**src/rtl/gsensor_spi_responder.sv**
```systemverilog
// gsensor_spi_responder: SPI mode-3 slave over a 64x8 register file.
// Optional 3-wire pad sharing under `define SPI_3WIRE_EN.
module gsensor_spi_responder #(
  parameter logic [7:0] DEVID    = 8'hE5,
  parameter int         SYNC_STG = 2
) (
  input  logic       MAX10_CLK1_50,
  input  logic       RESET,
  input  logic       SPI_CS_N,
  input  logic       SPI_SCLK,
  input  logic       SPI_SDI,
  output logic       SPI_SDO,
  output logic       SPI_SDO_OE,
  input  logic       LOC_WE,
  input  logic [5:0] LOC_ADDR,
  input  logic [7:0] LOC_WDATA,
  output logic       WR_STROBE,
  output logic [5:0] WR_ADDR,
  output logic [7:0] WR_DATA,
  output logic       WR_COLLISION,
  output logic       BUSY
);

  typedef enum logic [1:0] {
    IDLE, CMD, RDATA, WDATA
  } state_t;

  logic [SYNC_STG-1:0] sclk_sr, cs_sr, sdi_sr;
  logic sclk_s, cs_s, sdi_s;
  logic sclk_q, cs_q;
  logic sclk_rise, sclk_fall;

  state_t state_q, state_d;
  logic [2:0] cnt_q, cnt_d;
  logic [6:0] shift_q, shift_d;
  logic [5:0] addr_q, addr_d;
  logic mb_q, mb_d;
  logic sdo_q, sdo_d;
  logic load_q, load_d;
  logic wreq_q, wreq_d;
  logic [5:0] wadr_q, wadr_d;
  logic [7:0] wdat_q, wdat_d;

  logic [7:0] regs [64];
  logic [7:0] byte_in, rd_byte;
  logic collide;

  // SPI pin synchronizers plus one history flop for edge detection
  always_ff @(posedge MAX10_CLK1_50 or posedge RESET) begin
    if (RESET) begin
      sclk_sr <= '1;
      cs_sr   <= '1;
      sdi_sr  <= '0;
      sclk_q  <= 1'b1;
      cs_q    <= 1'b1;
    end else begin
      sclk_sr <= {sclk_sr[SYNC_STG-2:0], SPI_SCLK};
      cs_sr   <= {cs_sr[SYNC_STG-2:0], SPI_CS_N};
      sdi_sr  <= {sdi_sr[SYNC_STG-2:0], SPI_SDI};
      sclk_q  <= sclk_s;
      cs_q    <= cs_s;
    end
  end

  assign sclk_s    = sclk_sr[SYNC_STG-1];
  assign cs_s      = cs_sr[SYNC_STG-1];
  assign sdi_s     = sdi_sr[SYNC_STG-1];
  assign sclk_rise = sclk_s & ~sclk_q;
  assign sclk_fall = ~sclk_s & sclk_q;
  assign byte_in   = {shift_q, sdi_s};
  assign rd_byte   = regs[addr_q];
  assign BUSY      = ~cs_s;
  assign SPI_SDO   = sdo_q;

  // FSM and shifter state register
  always_ff @(posedge MAX10_CLK1_50 or posedge RESET) begin
    if (RESET) begin
      state_q <= IDLE;
      cnt_q   <= '0;
      shift_q <= '0;
      addr_q  <= '0;
      mb_q    <= 1'b0;
      sdo_q   <= 1'b0;
      load_q  <= 1'b0;
      wreq_q  <= 1'b0;
      wadr_q  <= '0;
      wdat_q  <= '0;
    end else begin
      state_q <= state_d;
      cnt_q   <= cnt_d;
      shift_q <= shift_d;
      addr_q  <= addr_d;
      mb_q    <= mb_d;
      sdo_q   <= sdo_d;
      load_q  <= load_d;
      wreq_q  <= wreq_d;
      wadr_q  <= wadr_d;
      wdat_q  <= wdat_d;
    end
  end

  // next-state: command decode, read shift-out, write capture
  always_comb begin
    state_d = state_q;
    cnt_d   = cnt_q;
    shift_d = shift_q;
    addr_d  = addr_q;
    mb_d    = mb_q;
    sdo_d   = sdo_q;
    load_d  = load_q;
    wreq_d  = 1'b0;
    wadr_d  = addr_q;
    wdat_d  = byte_in;
    if (cs_s) begin
      state_d = IDLE;
      cnt_d   = '0;
      sdo_d   = 1'b0;
      load_d  = 1'b0;
    end else begin
      unique case (state_q)
        IDLE: begin
          if (cs_q) begin
            state_d = CMD;
            cnt_d   = '0;
          end
        end
        CMD: begin
          if (sclk_rise) begin
            shift_d = byte_in[6:0];
            cnt_d   = cnt_q + 3'd1;
            if (cnt_q == 3'd7) begin
              mb_d    = byte_in[6];
              addr_d  = byte_in[5:0];
              load_d  = 1'b1;
              state_d = byte_in[7] ? RDATA : WDATA;
            end
          end
        end
        RDATA: begin
          if (sclk_fall) begin
            if (load_q) begin
              shift_d = rd_byte[6:0];
              sdo_d   = rd_byte[7];
              load_d  = 1'b0;
            end else begin
              shift_d = {shift_q[5:0], 1'b0};
              sdo_d   = shift_q[6];
            end
          end else if (sclk_rise) begin
            cnt_d = cnt_q + 3'd1;
            if (cnt_q == 3'd7) begin
              load_d = 1'b1;
              if (mb_q) addr_d = addr_q + 6'd1;
            end
          end
        end
        WDATA: begin
          if (sclk_rise) begin
            shift_d = byte_in[6:0];
            cnt_d   = cnt_q + 3'd1;
            if (cnt_q == 3'd7) begin
              wreq_d = (addr_q != 6'd0);
              if (mb_q) addr_d = addr_q + 6'd1;
            end
          end
        end
        default: state_d = IDLE;
      endcase
    end
  end

  assign collide = wreq_q && LOC_WE && (LOC_ADDR == wadr_q);

  // register file; the local port wins a same-address race
  always_ff @(posedge MAX10_CLK1_50 or posedge RESET) begin
    if (RESET) begin
      for (int i = 0; i < 64; i++)
        regs[i] <= (i == 0) ? DEVID : 8'h00;
      WR_STROBE    <= 1'b0;
      WR_COLLISION <= 1'b0;
      WR_ADDR      <= '0;
      WR_DATA      <= '0;
    end else begin
      WR_STROBE    <= wreq_q && !collide;
      WR_COLLISION <= collide;
      if (wreq_q && !collide) begin
        regs[wadr_q] <= wdat_q;
        WR_ADDR      <= wadr_q;
        WR_DATA      <= wdat_q;
      end
      if (LOC_WE && LOC_ADDR != 6'd0)
        regs[LOC_ADDR] <= LOC_WDATA;
    end
  end

`ifdef SPI_3WIRE_EN
  logic oe_q;

  // drive the shared pad only from the first read-data fall to CS_N rise
  always_ff @(posedge MAX10_CLK1_50 or posedge RESET) begin
    if (RESET)
      oe_q <= 1'b0;
    else if (cs_s)
      oe_q <= 1'b0;
    else if (state_q == RDATA && sclk_fall && load_q)
      oe_q <= 1'b1;
  end

  assign SPI_SDO_OE = oe_q;
`else
  assign SPI_SDO_OE = ~cs_s;
`endif

endmodule

```
**config.mk**
```make
export PLATFORM = sky130hd
export DESIGN_NAME = gsensor_spi_responder
export DESIGN_NICKNAME = d
export VERILOG_FILES = /design/src/rtl/gsensor_spi_responder.sv
export SDC_FILE = /design/constraint.sdc
export NUM_CORES = 2
export LEC_CHECK = 0
export ABC_CLOCK_PERIOD_IN_PS = 20000
export CAP_MARGIN = 10
export CORE_MARGIN = 2
export CORE_UTILIZATION = 58
export DETAILED_ROUTE_END_ITERATION = 10
export PLACE_DENSITY = 0.77
export SYNTH_ARGS = -nofsm -noshare
export SYNTH_HDL_FRONTEND = slang
export SYNTH_SLANG_ARGS = --single-unit
```
**constraint.sdc**
```tcl
create_clock -name MAX10_CLK1_50 -period 20 [get_ports MAX10_CLK1_50]
set_input_delay 4 -clock MAX10_CLK1_50 [delete_from_list [all_inputs] [get_ports MAX10_CLK1_50]]
set_output_delay 4 -clock MAX10_CLK1_50 [all_outputs]
set_load 0.005 [all_outputs]
```
==> run_results.csv <==
group,metric,value,unit
clocking,post_cts_buffers,0,
clocking,holdBufCountCts,0,
worst_setup_path,critPathKind,"in -> async",
logic_synthesis,netlist.area_leader.share,45.3,%
global_route,grt_pass1_wl,144000,um
layout,nets,2895,
worst_setup_path,r2r_setup_slack,16510,ps
status,status,"finished, final reports clean",
clocking,ctsRootBufferMaster,"clkbuf_16",
power,p_total,3.13,mW
worst_setup_path,end_kind,"asynchronous set/reset pin",
logic_synthesis,synth_area,31000,sq um
worst_setup_path,endpoint,"regs[96]",
detailed_routing,drt-pass1-iter-count,6,
worst_setup_path,critPathMaxFanout,170,
clocking,clkSinkCount,572,
detailed_routing,drc,0,
floorplan,num_rows,84,
sta,period_share,36.0,%
layout,n_fill_cell,3997,
detailed_routing,wl_per_cell,25.9,um
place,routabilityCongestion,0.960,
clocking,numCtsBuffers,59,
clocking,cts-resized-gates,0,
worst_setup_path,reg2reg_depth,6,
logic_synthesis,ys.flop_type,"dfrtp_1",
floorplan,pin_count,39,
floorplan,start_util,58.8,%
place,place_hpwl,57900,um
sta,worst_slew_pin_slew,1200,ps
worst_setup_path,critPathLaunchType,"primary input",
sta,final_max_slew_viol_count,0,
logic_synthesis,syn-num-nets,3023,
detailed_routing,final_antenna_net_count,0,
logic_synthesis,ys_ff_latch,572,
detailed_routing,via_per_inst,6.62,
clocking,clk_pin_slew,60,ps
logic_synthesis,ys_async_sr_fraction,100,%
sta,tns,0,ps
power,powerDensity,93.5,nW/um^2
worst_setup_path,arrival,7820,ps
logic_synthesis,synth_edf_count,0,
sta,rsz0062_at_grt,"false",
layout,syn2layout_area_growth,8.28,%
power,p_leak,15.2,nW
detailed_routing,drtIter0Drc,3058,
worst_setup_path,worstSetupStartpoint,"RESET",
power,peakVddDrop,0.0706,mV
sta,max-slew-margin-rel,20.0,%
clocking,htreeDepth,2,
place,io_buffers,38,
global_route,grt.total_usage,33.7,%
worst_setup_path,critical_path_required,20620,ps
logic_synthesis,synth_top_area_cell,"dfrtp_1",
floorplan,core_region_area,52700,sq um
global_route,grt_overflow,0,
logic_synthesis,synthCells,2999,
logic_synthesis,synth_warnings,0,
detailed_routing,drt-total-wl,93300,um
logic_synthesis,avgSynthCellArea,10.3,sq um
flow_run,drv_cap,0,
logic_synthesis,synth.distinct_cells,64,
logic_synthesis,ys_seq_area_share,46.3,%
clocking,worstSkewPairLatency,630,ps
clocking,cts_tree,"yes",
detailed_routing,vias,23900,
worst_setup_path,timing.rr.start,"addr_q[0]",
floorplan,die_h,235,um
worst_setup_path,timing.rr.end,"shift_q[6]",
global_route,antenna_found_initial,3,
sta,finalClockSkew,22.6,ps
layout,drive_gt1_share,13.2,%
global_route,grt_pass1_vias,23800,
floorplan,die_area,55300,sq um
logic_synthesis,synth.most_common_cell,"mux2i_1",
global_route,grt_start_max_net_pins,171,
sta,layout_min_cycle_time,7200,ps
floorplan,die-width,235,um
sta,hold_viol,0,
sta,setup_viol_count_final,0,
worst_hold_path,holdPathStages,0,
logic_synthesis,ys_top_cells_by_count,"mux2i_1, dfrtp_1, nor2_1",
clocking,clk_path_buf_depth,3,
layout,antenna_cells,0,
sta,fmax,139,MHz
worst_hold_path,hold_path.class,"reg -> reg",
logic_synthesis,synthTopCellsByArea,"dfrtp_1, mux2i_1, mux4_2",
[critical path, cell delays in order]
cell             delay, ps
clkdlybuf4s50_1        490
inv_8                  570
buf_12                 710
buf_4                  870
buf_4                  830
[worst min-delay path by stage]
stage,startpoint,endpoint
6_report,sclk_sr[0],sclk_sr[1]
2_1_floorplan,sdi_sr[0],sdi_sr[1]
5_1_grt,sclk_sr[0],sclk_sr[1]
3_5_place_dp,sclk_sr[0],sclk_sr[1]
3_3_place_gp,sclk_sr[0],sclk_sr[1]
4_1_cts,sclk_sr[0],sclk_sr[1]
[cells in the final DEF, fill, tap and decap left out, types with 29 or more instances in the layout]
master           count
a21oi_1            333
nand2_1            264
mux4_2             105
nor2_2              29
o21ai_1             83
mux2_2              36
dfrtp_1            549
mux2i_1            568
clkbuf_16           61
nand2_2             36
o21ai_0            137
nor2_1             363
buf_4               31
clkdlybuf4s50_1     30
[cells by family (layout without fill, tap and decap cells)]
| family | after synthesis | after routing | share of synthesized area [%] |
|---|---|---|---|
| and+or+nand+nor | 793 | 793 | 11.0 |
| adders and majority gates | 4 | 4 | 0.162 |
| buffers and inverters | 270 | 190 | 3.47 |
| DFF | 572 | 572 | 46.3 |
| muxes | 709 | 709 | 27.3 |
| AOI/OAI and AO/OA | 643 | 643 | 11.6 |
| xor gates and xnor gates | 8 | 8 | 0.226 |
[per-stage QoR]
step	setup slack (ps)	std cells	hold WS, ps	utilization, %	cell area, sq um
floorplan	17.2	2999	331	-	31000
global placement	12180	3497	349	59.7	31400
detailed placement	12070	3497	351	59.7	31400
CTS	12720	3606	360	63.6	33500
global route	12240	3607	361	63.7	33500
finish	12800	3607	360	63.7	33500
[layout make-up]
type / count / area [sq um] / area share [%]
clock inverter: 16 / 230 / 0.687
inverter: 9 / 41.3 / 0.123
tap: 688 / 861 / 2.57
multi-input combinational: 2157 / 15600 / 46.5
clock buffer: 93 / 1830 / 5.45
timing repair buffer: 72 / 641 / 1.91
sequential: 572 / 14300 / 42.8
[state kept, by name, indices dropped and copies added, names as in the netlist, 2 cells and up]
name	cells
sclk_sr	2
wdat_q	8
WR_ADDR	6
sdi_sr	2
addr_q	6
state_q	2
cnt_q	3
wadr_q	6
WR_DATA	8
shift_q	7
cs_sr	2
regs	512
[where the power goes]
part / internal (mW) / switching [mW]
registers: 1.34 / 0.158
logic: 0.198 / 0.269
clock network: 0.699 / 0.469
[routing by layer]
layer | part of all wire, % | vias up | track usage, %
met1 | 40 | 11900 | 45.9
met5 | 0.068 | - | 0.693
met3 | 11 | 299 | 9.57
met4 | 4.7 | 6 | 14.6
li1 | - | 10400 | -
met2 | 45 | 1326 | 50.7
Power figures use the tool's default switching activity.
